===== config.mk =====
export PLATFORM = sky130hd
export DESIGN_NAME = multichannel_gain_ramp_flat
export DESIGN_NICKNAME = d
export VERILOG_FILES = /design/src/rtl/multichannel_gain_ramp_if.sv /design/src/rtl/multichannel_gain_ramp.sv /design/src/flat_wrapper.sv
export SDC_FILE = /design/constraint.sdc
export NUM_CORES = 2
export LEC_CHECK = 0
export CAP_MARGIN = 30
export CORE_ASPECT_RATIO = 1.1
export CORE_UTILIZATION = 53
export CTS_BUF_LIST = sky130_fd_sc_hd__clkbuf_16
export DETAILED_ROUTE_END_ITERATION = 12
export GPL_TIMING_DRIVEN = 0
export MAX_ROUTING_LAYER = met4
export PLACE_DENSITY = 0.84
export SLEW_MARGIN = 40
export SYNTH_ARGS = -nofsm -noshare
export SYNTH_HDL_FRONTEND = slang
export SYNTH_SLANG_ARGS = --single-unit

===== constraint.sdc =====
create_clock -name CLK -period 8.4 [get_ports CLK]
set_input_delay 1.68 -clock CLK [delete_from_list [all_inputs] [get_ports CLK]]
set_output_delay 1.68 -clock CLK [all_outputs]
set_load 0.005 [all_outputs]

===== src/rtl/multichannel_gain_ramp_if.sv =====
// Frame-level bus for the multichannel gain ramp: sample/gain/mute strobe in,
// gained samples and status out.
interface multichannel_gain_ramp_if #(
   parameter int NUM_CH = 8,
   parameter int DATA_W = 32,
   parameter int GAIN_W = 16
);
   logic                     in_valid;
   logic [NUM_CH*DATA_W-1:0] sample_in;
   logic [NUM_CH*GAIN_W-1:0] gain_tgt;
   logic [NUM_CH-1:0]        mute;
   logic                     clr_overrun;
   logic [NUM_CH*DATA_W-1:0] vol_out;
   logic                     out_valid;
   logic                     busy;
   logic                     overrun;

   modport master (
      output in_valid, sample_in, gain_tgt, mute, clr_overrun,
      input  vol_out, out_valid, busy, overrun
   );

   modport slave (
      input  in_valid, sample_in, gain_tgt, mute, clr_overrun,
      output vol_out, out_valid, busy, overrun
   );
endinterface


===== src/rtl/multichannel_gain_ramp.sv =====
// Per-channel gain stage with linear gain ramping, mute, saturation and overrun
// detection; one shared two-stage multiplier is time-multiplexed across channels.
module multichannel_gain_ramp #(
   parameter int NUM_CH = 8,
   parameter int DATA_W = 32,
   parameter int GAIN_W = 16,
   parameter int FRAC_W = 14,
   parameter int STEP   = 1024
) (
   input logic CLK,
   input logic RESET,
   multichannel_gain_ramp_if.slave bus
);
   localparam int PROD_W = DATA_W + GAIN_W + 1;
   localparam int IDX_W  = (NUM_CH > 1) ? $clog2(NUM_CH) : 1;
   localparam logic [IDX_W-1:0] LAST_IDX = IDX_W'(NUM_CH - 1);
   localparam logic [GAIN_W:0]  STEP_EXT = (GAIN_W + 1)'(STEP);
   localparam logic signed [PROD_W-1:0] SAT_MAX = {{(PROD_W-DATA_W+1){1'b0}}, {(DATA_W-1){1'b1}}};
   localparam logic signed [PROD_W-1:0] SAT_MIN = {{(PROD_W-DATA_W+1){1'b1}}, {(DATA_W-1){1'b0}}};

   typedef enum logic [1:0] {IDLE, ISSUE, DRAIN, DONE} state_t;

   state_t state_q, state_d;
   logic [IDX_W-1:0]         idx;
   logic                     drain_cnt;
   logic signed [DATA_W-1:0] sample_r [NUM_CH];
   logic [GAIN_W-1:0]        tgt_r    [NUM_CH];
   logic [GAIN_W-1:0]        cur      [NUM_CH];
   logic [NUM_CH-1:0]        mute_r;
   logic signed [DATA_W-1:0] shadow   [NUM_CH];
   logic signed [PROD_W-1:0] smp_ext, gain_ext, prod_d, prod_q, shifted;
   logic [IDX_W-1:0]         prod_idx;
   logic                     prod_vld;
   logic signed [DATA_W-1:0] sat_res;
   logic [GAIN_W:0]          cur_ext, tgt_ext, cur_next_ext;
   logic [GAIN_W-1:0]        cur_next;
   logic [NUM_CH*DATA_W-1:0] vol_q;
   logic                     out_valid_q, overrun_q, busy;

   always_ff @(posedge CLK or negedge RESET) begin
      if (!RESET) state_q <= IDLE;
      else        state_q <= state_d;
   end

   always_comb begin
      state_d = state_q;
      case (state_q)
         IDLE:    if (bus.in_valid) state_d = ISSUE;
         ISSUE:   if (idx == LAST_IDX) state_d = DRAIN;
         DRAIN:   if (drain_cnt) state_d = DONE;
         DONE:    state_d = IDLE;
         default: state_d = IDLE;
      endcase
   end

   // Ramp is computed one bit wider than the gain so cur+STEP can't wrap before clamping.
   always_comb begin
      cur_ext      = {1'b0, cur[idx]};
      tgt_ext      = mute_r[idx] ? '0 : {1'b0, tgt_r[idx]};
      cur_next_ext = cur_ext;
      if (cur_ext < tgt_ext) begin
         cur_next_ext = cur_ext + STEP_EXT;
         if (cur_next_ext > tgt_ext) cur_next_ext = tgt_ext;
      end else if (cur_ext > tgt_ext) begin
         if ((cur_ext - tgt_ext) > STEP_EXT) cur_next_ext = cur_ext - STEP_EXT;
         else                                cur_next_ext = tgt_ext;
      end
      cur_next = cur_next_ext[GAIN_W-1:0];
   end

   always_comb begin
      smp_ext  = PROD_W'(sample_r[idx]);
      gain_ext = {{(PROD_W-GAIN_W){1'b0}}, cur[idx]};
      prod_d   = smp_ext * gain_ext;
      shifted  = prod_q >>> FRAC_W;
      if (shifted > SAT_MAX)      sat_res = SAT_MAX[DATA_W-1:0];
      else if (shifted < SAT_MIN) sat_res = SAT_MIN[DATA_W-1:0];
      else                        sat_res = shifted[DATA_W-1:0];
   end

   assign busy = (state_q != IDLE);

   always_ff @(posedge CLK or negedge RESET) begin
      if (!RESET) begin
         idx         <= '0;
         drain_cnt   <= 1'b0;
         mute_r      <= '0;
         prod_q      <= '0;
         prod_idx    <= '0;
         prod_vld    <= 1'b0;
         vol_q       <= '0;
         out_valid_q <= 1'b0;
         overrun_q   <= 1'b0;
         for (int k = 0; k < NUM_CH; k++) begin
            sample_r[k] <= '0;
            tgt_r[k]    <= '0;
            cur[k]      <= '0;
            shadow[k]   <= '0;
         end
      end else begin
         out_valid_q <= 1'b0;
         prod_vld    <= 1'b0;
         case (state_q)
            IDLE: begin
               if (bus.in_valid) begin
                  for (int k = 0; k < NUM_CH; k++) begin
                     sample_r[k] <= bus.sample_in[k*DATA_W +: DATA_W];
                     tgt_r[k]    <= bus.gain_tgt[k*GAIN_W +: GAIN_W];
                  end
                  mute_r    <= bus.mute;
                  idx       <= '0;
                  drain_cnt <= 1'b0;
               end
            end
            ISSUE: begin
               prod_q   <= prod_d;
               prod_idx <= idx;
               prod_vld <= 1'b1;
               cur[idx] <= cur_next;
               idx      <= (idx == LAST_IDX) ? '0 : idx + 1'b1;
            end
            DRAIN: drain_cnt <= ~drain_cnt;
            DONE: begin
               for (int k = 0; k < NUM_CH; k++) vol_q[k*DATA_W +: DATA_W] <= shadow[k];
               out_valid_q <= 1'b1;
            end
            default: ;
         endcase
         if (prod_vld) shadow[prod_idx] <= sat_res;
         // A new overrun takes priority over a simultaneous clear.
         if (bus.in_valid && busy)  overrun_q <= 1'b1;
         else if (bus.clr_overrun) overrun_q <= 1'b0;
      end
   end

   assign bus.vol_out   = vol_q;
   assign bus.out_valid = out_valid_q;
   assign bus.busy      = busy;
   assign bus.overrun   = overrun_q;
endmodule

===== src/flat_wrapper.sv =====
// flat-port wrapper written by rule: the top's interface ports become plain ports
module multichannel_gain_ramp_flat 
#(
   parameter int NUM_CH = 8,
   parameter int DATA_W = 32,
   parameter int GAIN_W = 16,
   parameter int FRAC_W = 14,
   parameter int STEP   = 1024
)
  (CLK, RESET, bus_in_valid, bus_sample_in, bus_gain_tgt, bus_mute, bus_clr_overrun, bus_vol_out, bus_out_valid, bus_busy, bus_overrun);
  multichannel_gain_ramp_if #(.NUM_CH(NUM_CH), .DATA_W(DATA_W), .GAIN_W(GAIN_W)) bus_i ();
  input logic CLK;
  input logic RESET;
  input wire logic [$bits(bus_i.in_valid)-1:0] bus_in_valid;
  input wire logic [$bits(bus_i.sample_in)-1:0] bus_sample_in;
  input wire logic [$bits(bus_i.gain_tgt)-1:0] bus_gain_tgt;
  input wire logic [$bits(bus_i.mute)-1:0] bus_mute;
  input wire logic [$bits(bus_i.clr_overrun)-1:0] bus_clr_overrun;
  output wire logic [$bits(bus_i.vol_out)-1:0] bus_vol_out;
  output wire logic [$bits(bus_i.out_valid)-1:0] bus_out_valid;
  output wire logic [$bits(bus_i.busy)-1:0] bus_busy;
  output wire logic [$bits(bus_i.overrun)-1:0] bus_overrun;
  assign bus_i.in_valid = bus_in_valid;
  assign bus_i.sample_in = bus_sample_in;
  assign bus_i.gain_tgt = bus_gain_tgt;
  assign bus_i.mute = bus_mute;
  assign bus_i.clr_overrun = bus_clr_overrun;
  assign bus_vol_out = bus_i.vol_out;
  assign bus_out_valid = bus_i.out_valid;
  assign bus_busy = bus_i.busy;
  assign bus_overrun = bus_i.overrun;
  multichannel_gain_ramp #(.NUM_CH(NUM_CH), .DATA_W(DATA_W), .GAIN_W(GAIN_W), .FRAC_W(FRAC_W), .STEP(STEP)) u_core (.CLK(CLK), .RESET(RESET), .bus(bus_i));
endmodule

## Word-level counts from Yosys, hierarchy flattened

Cells that the tools add are included.

- Register bits after elaboration: 1093
- Bits of input ports: 396
- Output and inout bits: 259

- $add $sub $neg: 4
- Multiply operators: 1
- Order comparisons: 11
- Equal/unequal tests: 7
- Multiplexer cells: 37
- Bitwise gates (word level): 3
- Reductions and logical operators: 12

Operators by type and width:

| kind | number |
|---|---|
| $bwmux 256 | 1 |
| $mux 16 | 10 |
| $mux 32 | 5 |
| $bwmux 128 | 1 |
| $bmux 16 s3 | 2 |
| $bmux 32 s3 | 1 |
| $demux 32 s3 | 1 |
| $mul 32x17->49 | 1 |
| $demux 16 s3 | 1 |
| $gt 35x32->1 const B | 1 |
| $lt 35x32->1 const B | 1 |
| $add 16x11->17 const B | 1 |
| $gt 16x17->1 | 1 |
| $gt 17x11->1 const B | 1 |
| $gt 17x16->1 | 1 |
| $lt 16x17->1 | 1 |
| $sub 16x17->17 | 1 |
| $sub 16x11->16 const B | 1 |
| $ge 4x4->1 const B | 2 |
| $lt 4x1->1 const B | 2 |
| $not 3->4 | 2 |
| $pmux 2 s4 | 1 |
| $reduce_bool 2->1 | 4 |
| $mux 1 | 6 |
| other kinds (17) | 26 |

## Logic depth before layout (Yosys ltp)

- Depth after elaboration: 11
- Gate-level depth with buffers: 33
- Mapped depth without buffers: 27

## Least setup slack after synthesis

No wires, ideal clock.

- Kind: reg-to-reg
- Start point: register u_core.idx[0]
- End point: register u_core.prod_q[38]
- Library setup time: 0.125 ns
- Arrival: 8.298 ns
- Slack: -0.023 ns
- Stages on the path, launching flop included: 30
- Buffers on the path: 8
- Clock period less this slack: 8.423 ns
- Path through: dfrtp_1 buf_2 buf_4 buf_4 buf_4 buf_4 buf_2 buf_2 mux4_2 mux2i_1 nor2_1 fa_1 fa_1 fa_1 fa_1 fa_1 inv_1 fa_1 inv_1 ha_1 clkbuf_1 a21oi_1 o21ai_0 a2111oi_0 nor3_1 o221a_2 nor3_1 o21ai_0 xor2_1 mux2_2

- Cells in the longest elaborated chain, start to end: 5
- Elaborated cells between the ends (all ways): 8

RTL lines:

| element | RTL line | text |
|---|---|---|
| start, declared | multichannel_gain_ramp.sv:24 | `logic [IDX_W-1:0] idx;` |
| start signal, assigned | multichannel_gain_ramp.sv:120 | `idx <= (idx == LAST_IDX) ? '0 : idx + 1'b1;` |
| $not 3->4 (implied by the code) (*) | multichannel_gain_ramp.sv:72, multichannel_gain_ramp.sv:73 |  |
| $bmux 32 s3 / $bmux 16 s3 (equally long branches) | multichannel_gain_ramp.sv:72, multichannel_gain_ramp.sv:73 |  |
| $mux 32 (implied by the code) / $mux 16 (equally long branches) (2 in a row) | multichannel_gain_ramp.sv:72, multichannel_gain_ramp.sv:73 |  |
| $mul 32x17->49 (*) | multichannel_gain_ramp.sv:74 | `prod_d = smp_ext * gain_ext;` |
| end signal, assigned | multichannel_gain_ramp.sv:116 | `prod_q <= prod_d;` |
| end, declared | multichannel_gain_ramp.sv:31 | `logic signed [PROD_W-1:0] smp_ext, gain_ext, prod_d, prod_q, shifted;` |

Every way passes the cells marked *; elsewhere a longest branch is shown, timed or not. The select of a mux whose other input is x is not followed.
A chain may end at the register's enable or synchronous reset.

## Worst setup path in the final report

- Start point: register u_core.idx[0]
- End point: register u_core.prod_q[44]

Same word-level chain as after synthesis.

==> impl_metrics.yaml <==
logic_synthesis:
  yosysUniqueCellTypes: 86
  synthTopCellsByArea: "dfrtp_1 43%, fa_1 15%, mux2_2 13%"
  syn_inst: 5410
  ys_async_sr_fraction: 1.00
  yosysTopAreaCellShare: 0.426
  synth-edff-count: 0
  ys_seq_area_frac: 0.426
  synth_seq_cells: 1079
  netlist_area_um2: 63500
  yosysTopAreaCell: "dfrtp_1"
  synth_area_per_cell_um2: 11.7
  ys_warn_count: 0
  synthFlopType: "dfrtp_1"
  synth_nets: 6439
routing:
  routedWlPerCell_um: 26.1
  via_count: 47300
  drc: 0
  drt_iter0_markers: 4550
  viasPerCell: 5.99
  drt.antenna.violating_nets: 0
  drt_first_pass_iters: 6
  wl_um: 206000
setup_path:
  cpPeakStageDelay_ns: 0.62
  reg2reg_depth: 32
  cp-end-kind: "flip-flop"
  critPathSlowestCell: "mux4_2"
  r2r_end: "u_core.prod_q[44]$_DFFE_PN0P_"
  reg2reg_setup_slack_ns: 0.15
  critPathMaxFanout: 8
  crit_type: "flip-flop to flip-flop"
  crit_top_cell: "fa_1"
  cp.arrival_ns: 8.86
  crit_required_ns: 9.01
  startpoint_type: "flip-flop"
  timing.rr.start: "u_core.idx[0]$_DFFE_PN0P_"
min_path:
  holdPathStages: 2
  min_delay_worst_endpoint: "u_core.shadow[239]$_DFFE_PN0P_"
  hp-start: "u_core.shadow[239]$_DFFE_PN0P_"
  min_path_type: "flip-flop to flip-flop"
global_route:
  top_usage_layer: "met2"
  grt_pass1_wl_um: 308000
  overflow: 0
  grt_util_met1: 0.409
  grt_use_total: 0.352
  grt_max_degree: 122
  use_met2: 0.559
  grt_antenna_before_repair: 23
  grt.met3_usage: 0.0757
  first_global_vias: 50200
cts:
  cts.sinks: 1079
  worstSkewPairLatency_ns: 0.78
  cts_tree: "built"
  root_buffer: "clkbuf_16"
  ctsHtreeMaxLevel: 3
  cts_buffers: 106
  path_clk_slew_ns: 0.06
  cts_buffer_depth: 3
place:
  routabilityCongestion: 1.02
  io_buffer_count: 654
  numPlacedInstances: 7617
  place_ws_ns: -2.27
  post-dp-hpwl_um: 156000
floorplanning:
  die_h_um: 365
  initial_utilization: 0.537
  rows: 132
  die_x_um: 332
  pin_count: 655
  die_area_um2: 121000
  core_um2: 118000
layout:
  area_delta_synth_final_pct: 22.3
  fin_nets: 7276
  drive_above_1_share: 0.217
  post-route-util: 0.656
  final_cells: 7895
sta:
  finalHoldViolCount: 0
  slew-limit-headroom: 0.366
  clock.fmax_mhz: 121
  finalSetupViolCount: 0
  setup_tns_ns: 0
  worst_pin_slew_ns: 0.952
  min_period_ns: 8.25
  period_share: 0.982
  setup_slack_ns: 0.151
  drv_slew: 0
  fin_skew_ns: 0.0906
job:
  max_cap_viol_count: 0
status:
  status: "finished clean"
## per-layer routing
metal,wire [um],up-vias,part of all wire
met1,74300,24100,0.36
met5,0,-,0
met4,15400,0,0.075
li1,-,19800,-
met3,18500,739,0.090
met2,97700,2707,0.47
## layout by cell type (no fill, tap or decap), types with 12 or more instances in the layout
master              n
buf_4              76
clkinv_1           18
clkinv_2           18
nand3_1            32
o21ai_2            33
buf_16             12
nand2_1           616
mux2_2            703
a21oi_1            52
ha_1              135
xor2_1             20
a211oi_1           12
clkbuf_16         109
buf_12             16
o21ai_0           331
clkdlybuf4s50_1   653
diode_2            25
a21o_1             29
mux2i_1            28
fa_1              484
mux4_2            130
nor2_1            319
clkbuf_2           44
buf_2              28
nor4_1             17
nand4_1            15
xnor2_1            35
clkbuf_1          160
nor2b_1            60
buf_6              19
inv_1             643
and3_1             17
a221oi_1           66
dfrtp_1          1078
mux2_4             13
mux2i_4            33
a31oi_1            13
a221oi_2           17
## repair_timing
action                                 in CTS  in global routing
endpoints found under the hold margin       0                  0
gates resized for setup                   232                 81
setup endpoints to repair                  35                 21
hold buffers                                0                  0
pin swaps                                   7                 13
setup buffers                              31                 39
gates cloned                                0                  1
## state kept, by name, summed over array words and instances, names as in the netlist, 3 cells and up
| register | flops |
|---|---|
| u_core.bus.vol_out | 256 |
| u_core.cur | 128 |
| u_core.idx | 3 |
| u_core.mute_r | 8 |
| u_core.prod_idx | 3 |
| u_core.prod_q | 35 |
| u_core.sample_r | 256 |
| u_core.shadow | 256 |
| u_core.tgt_r | 128 |
## worst max-delay path: cells and delay by family (launching register included)
family                   cells  cell delay (ns)
XOR/XNOR                     1             0.15
AO/OA/AOI/OAI                4             0.98
multiplexers                 3             1.12
AND/OR/NAND/NOR              4             0.54
adder cells (fa/ha/maj)      7             3.31
buffers and inverters       13             1.64
flip-flops                   1             0.38
## cells by family after synthesis
family,share of synthesized area
simple gates,0.0754
flops,0.426
buf+inv,0.0563
mux,0.183
compound gates,0.0694
fa+ha+maj,0.183
xor+xnor,0.00759
## per-stage QoR
| stage | hold WS (ns) | instance area (um^2) |
|---|---|---|
| floorplan | 0.444 | 63500 |
| global placement | 0.455 | 71900 |
| detailed placement | 0.465 | 72500 |
| CTS | 0.477 | 76900 |
| global route | 0.495 | 77600 |
| finish | 0.474 | 77600 |
## worst max path at each step
stage	slack (ns)	endpoint	start	cells past startpoint
2_1_floorplan	0.002	u_core.prod_q[44]$_DFFE_PN0P_	u_core.idx[0]$_DFFE_PN0P_	31
3_3_place_gp	-41.38	u_core.bus.vol_out[152]$_DFFE_PN0P_	RESET	1
3_5_place_dp	-2.27	u_core.prod_q[38]$_DFFE_PN0P_	u_core.idx[2]$_DFFE_PN0P_	30
4_1_cts	0.01	u_core.prod_q[46]$_DFFE_PN0P_	u_core.idx[2]$_DFFE_PN0P_	29
5_1_grt	-0.04	u_core.prod_q[44]$_DFFE_PN0P_	u_core.idx[0]$_DFFE_PN0P_	31
6_report	0.15	u_core.prod_q[44]$_DFFE_PN0P_	u_core.idx[0]$_DFFE_PN0P_	32
## area by class of cell
class                   instances  area [um^2]
well taps                    1541         1930
flip-flops and latches       1079        27000
diodes                         25         62.6
fillers                      8418        40600
clock buffers                 108         2700
plain buffers                 292         1710
clock inverters                82          702
inverters                     627         2370
multi-input cells            3404        33700
repair buffers                737         7460
## cells in the mapped netlist, types with 14 or more instances
library cell,n
a21o_1,29
a21oi_1,57
a221oi_1,66
a221oi_2,17
a31oi_1,14
and3_1,19
buf_1,17
buf_2,37
clkbuf_1,230
dfrtp_1,1079
fa_1,488
ha_1,145
inv_1,622
mux2_2,716
mux2i_1,60
mux4_2,130
nand2_1,617
nand3_1,32
nand4_1,15
nor2_1,319
nor2b_1,60
nor3_1,14
nor4_1,17
o21ai_0,335
o21ai_1,38
xnor2_1,35
xor2_1,20
Power is left out: the tool's default activity adds up to more than one toggle a clock period on the data nets, which glitch-free logic cannot reach.
